File: src/rtl/alu_pkg.sv
// Shared definitions for the ALU output stage: default widths, flag layout
// and carry statistics constants.
package alu_pkg;

   localparam int WIDTH = 8;
   localparam int TAGW  = 3;

   localparam int NFLAGS = 4;
   localparam int FLG_C  = 3;
   localparam int FLG_Z  = 2;
   localparam int FLG_N  = 1;
   localparam int FLG_P  = 0;

   typedef logic [NFLAGS-1:0] flags_t;

   localparam int               CNT_W   = 8;
   localparam logic [CNT_W-1:0] CNT_MAX = '1;

endpackage

File: src/rtl/alu_out_fifo.sv
// Generic circular buffer with registered level.
// Storage is cleared on reset so the head output is always defined.
module alu_out_fifo #(
   parameter int DW    = 15,
   parameter int DEPTH = 2
) (
   input  logic                     clk,
   input  logic                     rst_n,
   input  logic                     push,
   input  logic                     pop,
   input  logic [DW-1:0]            wdata,
   output logic [DW-1:0]            rdata,
   output logic [$clog2(DEPTH):0]   level,
   output logic                     full,
   output logic                     empty
);

   localparam int PW = $clog2(DEPTH);
   localparam int LW = PW + 1;

   logic [DW-1:0] mem [DEPTH];
   logic [PW-1:0] wr_ptr;
   logic [PW-1:0] rd_ptr;
   logic          do_push;
   logic          do_pop;

   assign full    = (level == LW'(DEPTH));
   assign empty   = (level == '0);
   assign do_push = push && !full;
   assign do_pop  = pop && !empty;
   assign rdata   = mem[rd_ptr];

   // DEPTH is a power of two, so pointer wrap is plain binary overflow.
   always_ff @(posedge clk or negedge rst_n) begin
      if (!rst_n) begin
         wr_ptr <= '0;
         rd_ptr <= '0;
         level  <= '0;
         for (int i = 0; i < DEPTH; i++) begin
            mem[i] <= '0;
         end
      end else begin
         if (do_push) begin
            mem[wr_ptr] <= wdata;
            wr_ptr      <= wr_ptr + PW'(1);
         end
         if (do_pop) begin
            rd_ptr <= rd_ptr + PW'(1);
         end
         case ({do_push, do_pop})
            2'b10:   level <= level + LW'(1);
            2'b01:   level <= level - LW'(1);
            default: level <= level;
         endcase
      end
   end

endmodule

File: src/rtl/alu_out_stage.sv
// Registered output stage for the ALU: flag generation at capture, buffered
// valid/ready hand-off, and carry statistics.
module alu_out_stage #(
   parameter int WIDTH = alu_pkg::WIDTH,
   parameter int DEPTH = 2,
   parameter int TAGW  = alu_pkg::TAGW
) (
   input  logic                   clk,
   input  logic                   rst_n,
   input  logic                   in_valid,
   output logic                   in_ready,
   input  logic [WIDTH-1:0]       in_res,
   input  logic                   in_cout,
   input  logic [TAGW-1:0]        in_tag,
   output logic                   out_valid,
   input  logic                   out_ready,
   output logic [WIDTH-1:0]       out_res,
   output logic [TAGW-1:0]        out_tag,
   output logic [3:0]             out_flags,
   output logic                   carry_sticky,
   output logic [7:0]             carry_cnt,
   input  logic                   clr_stat,
   output logic [$clog2(DEPTH):0] level
);

   import alu_pkg::*;

   localparam int EW = WIDTH + TAGW + NFLAGS;

   typedef struct packed {
      logic [WIDTH-1:0] res;
      logic [TAGW-1:0]  tag;
      flags_t           flags;
   } entry_t;

   entry_t in_entry;
   entry_t head;
   flags_t in_flags;
   logic   full;
   logic   empty;
   logic   push;
   logic   pop;
   logic   count_carry;

   always_comb begin
      in_flags        = '0;
      in_flags[FLG_C] = in_cout;
      in_flags[FLG_Z] = (in_res == '0);
      in_flags[FLG_N] = in_res[WIDTH-1];
      in_flags[FLG_P] = ^in_res;
   end

   assign in_entry    = '{res: in_res, tag: in_tag, flags: in_flags};
   assign in_ready    = !full;
   assign out_valid   = !empty;
   assign push        = in_valid && in_ready;
   assign pop         = out_valid && out_ready;
   assign count_carry = push && in_cout;

   alu_out_fifo #(
      .DW    (EW),
      .DEPTH (DEPTH)
   ) u_fifo (
      .clk   (clk),
      .rst_n (rst_n),
      .push  (push),
      .pop   (pop),
      .wdata (in_entry),
      .rdata (head),
      .level (level),
      .full  (full),
      .empty (empty)
   );

   assign out_res   = head.res;
   assign out_tag   = head.tag;
   assign out_flags = head.flags;

   // A clear wins over the old count, but a carry pushed in the same cycle still counts.
   always_ff @(posedge clk or negedge rst_n) begin
      if (!rst_n) begin
         carry_sticky <= 1'b0;
         carry_cnt    <= '0;
      end else if (clr_stat) begin
         carry_sticky <= count_carry;
         carry_cnt    <= count_carry ? CNT_W'(1) : '0;
      end else if (count_carry) begin
         carry_sticky <= 1'b1;
         if (carry_cnt != CNT_MAX) begin
            carry_cnt <= carry_cnt + CNT_W'(1);
         end
      end
   end

endmodule

File: config.mk
export PLATFORM = sky130hd
export DESIGN_NAME = alu_out_stage
export DESIGN_NICKNAME = d
export VERILOG_FILES = /design/src/rtl/alu_pkg.sv /design/src/rtl/alu_out_fifo.sv /design/src/rtl/alu_out_stage.sv
export SDC_FILE = /design/constraint.sdc
export NUM_CORES = 1
export LEC_CHECK = 0
export CAP_MARGIN = 40
export CORE_UTILIZATION = 48
export CTS_BUF_LIST = sky130_fd_sc_hd__clkbuf_8
export DETAILED_ROUTE_END_ITERATION = 16
export PLACE_DENSITY = 0.77
export SLEW_MARGIN = 20
export SYNTH_ARGS = -nofsm -noshare
export SYNTH_HDL_FRONTEND = slang
export SYNTH_HIERARCHICAL = 1
export SYNTH_SLANG_ARGS = --single-unit
File: constraint.sdc
create_clock -name clk -period 1.7 [get_ports clk]
set_input_delay 0.34 -clock clk [delete_from_list [all_inputs] [get_ports clk]]
set_output_delay 0.34 -clock clk [all_outputs]
set_load 0.05 [all_outputs]
==> metrics.cfg <==
[cells_and_area]
multi_input_area_mm2=0.00111
fin_cells=289
fin_area_mm2=0.00312
seq_area_mm2=0.00108
synthToLayoutAreaGrowth_pct=38.5
final_core_util_pct=70.1
nets=259
diodes=0
drive_gt1_share_pct=48.9
fillCellCount=327

[power_and_ir_drop]
total_power_mw=6.74
pwr_density_cell_mw_per_mm2=2160
peakVddDrop_mv=1.42
leakage_nw=1.46

[timing]
worstMarginPinSlew_ns=0.389
finalHoldWorstSlack_ns=0.507
min_period_over_period_pct=100
fin_crit_ns=1.70
fin_ws_ns=-0.00284
finalHoldViolCount=0
skew_ns=0.0100
drv_slew=0
report.final.setup_viol=2
max_freq_ghz=0.587
relSlewSlack_pct=74.1
tns_ns=-0.00564
rsz0062_at_grt=true

[detailed_routing]
viasPerCell=5.31
wl_per_cell_um=15.7
drtIter0Drc=147
vias=1535
met2WireLength_mm=2.21
drt_first_pass_iters=10
top_layer_used=met4
postRouteAntennaNets=0
drc=6
wl_mm=4.53
wl_met3_um=215
wl_met1_mm=2.05

[min_path]
hold_path_class=in -> async

[placed_design]
port-buffer-count=44
dp_hpwl_mm=2.95
dp_slack_ns=-0.202
dpl_cell_area_mm2=0.00280
place_inst=278
gp_congestion=0.730

[worst_setup_path]
timing.rr.end=carry_cnt[2]
crit_family=flip-flops
end_kind=output port
path_max_fanout=6
cp_cell_sequence=buf_6 > mux2_4 > buf_8
cp.arrival_ns=1.36
worst_path_largest_cell_delay_ns=0.44
reg2reg_slack_ns=0.09
reg2reg_from=carry_cnt[0]
crit_required_ns=1.36
cp-start-kind=flop
critPathKind=reg -> out
ff2ff_path_depth=4
critPathSlowestCell=dfrtp_2
crit_buf_inv=2

[clocking]
clkTransAtPathRegs_ns=0.09
clk_path_buf_depth=2
insertion_delay_ns=0.30
cts_sinks=43
cts_max_level=2
root_buffer=clkbuf_8
cts_tree=yes
cts-buffers-inserted=5

[floorplan]
die_h_um=70.5
core_mm2=0.00444
dieArea_mm2=0.00497
num_io_pins=45
fp.dieW_um=70.5
core.rowCount=24
start_util_pct=50.6

[synth]
synth_seq_area_share_pct=47.8
netlist_top_cells_count=43 x dfrtp_1, 35 x mux2_2, 16 x inv_1
yosysTopAreaCell=dfrtp_1
synthTopCellsByArea=dfrtp_1 48%, mux2_2 18%, mux2_4 8.0%
ys_async_sr_fraction_pct=100
synth_fp_nets=197
synth_enable_flop_cells=0
yosysUniqueCellTypes=35
syn_area_per_cell_um2=12.9
yosysMostFrequentCell=dfrtp_1
ys_ff_latch=43
dominantRegCellSynth=dfrtp_1
yosys.area.top_type_share_pct=47.8
yosys_warnings=6
synthesis.area_mm2=0.00225
synthCells=174

[grt]
grt-ovfl-total=0
antenna_found_initial=0
grt_first_pass_wirelength_mm=7.37
grt_max_degree=30
grt_pass1_vias=1560
track_usage_pct=19.5

[outcome]
violations=design-rule violations, negative setup slack
status=finished with violations

[job]
drv_cap=0

-- placed cells by master (no fill, tap or decap), types with 3 or more instances in the layout --
cell	instances
dfrtp_1	38
mux2_4	27
buf_4	23
mux2_2	20
inv_1	16
clkdlybuf4s50_1	15
buf_8	14
nand2_1	7
clkbuf_8	6
nor2b_1	5
xnor2_1	5
ha_1	5
dfrtp_2	5
nor2_1	4
buf_6	4
buf_12	4
xor2_1	3
nand3_1	3
-- worst max path at each step --
stage / start / endpoint / slack, ns / depth (start not counted)
6_report: u_fifo/rd_ptr / out_tag[0] / -0.003 / 3
3_3_place_gp: in_res[1] / u_fifo/mem[0] / -0.19 / 6
5_1_grt: u_fifo/rd_ptr / out_res[6] / -0.04 / 3
3_5_place_dp: in_res[7] / u_fifo/mem[15] / -0.20 / 6
4_1_cts: u_fifo/rd_ptr / out_flags[0] / -0.02 / 3
2_1_floorplan: u_fifo/level[0] / u_fifo/mem[15] / -0.14 / 6
-- flip-flops by register name (all words and copies together) (netlist names) --
register,count
u_fifo/mem,30
carry_cnt,8
u_fifo/level,2
carry_sticky,1
u_fifo/rd_ptr,1
u_fifo/wr_ptr,1
-- power breakdown --
part | internal, mW | switching [mW] | total, mW
clock | 0.475 | 0.353 | 0.828
sequential | 1.45 | 0.284 | 1.74
combinational | 2.08 | 2.09 | 4.17
total | 4.01 | 2.73 | 6.74
-- area by class of cell --
type / instances / area share (%)
Multi-Input combinational cell: 107 / 35.7
Clock buffer: 6 / 2.65
Timing Repair Buffer: 62 / 21.6
Inverter: 17 / 2.13
Sequential cell: 43 / 34.7
Tap cell: 52 / 2.09
Clock inverter: 2 / 1.12
-- metal layers --
| layer | vias up | GRT usage, % |
|---|---|---|
| li1 | 728 | - |
| met1 | 762 | 24.8 |
| met2 | 37 | 31.6 |
| met3 | 8 | 4.47 |
| met4 | 0 | 8.84 |
| met5 | - | 0 |
-- cell families after synthesis --
group / count (synthesis) / synth area share (%)
multiplexers: 49 / 26.4
flip-flops: 43 / 47.8
AND/OR/NAND/NOR: 32 / 9.39
buffers and inverters: 24 / 5.73
AO/OA/AOI/OAI: 12 / 4.22
XOR/XNOR: 8 / 3.11
adder cells (fa/ha/maj): 6 / 3.34
-- what timing repair did --
item | in CTS | in global routing
hold buffers | 1 | 0
setup endpoints to repair | 11 | 15
gates cloned | 1 | 0
endpoints found under the hold margin | 14 | 0
resized for setup | 22 | 27
buffers inserted | 0 | 1
(Power assumes the default switching activity.)
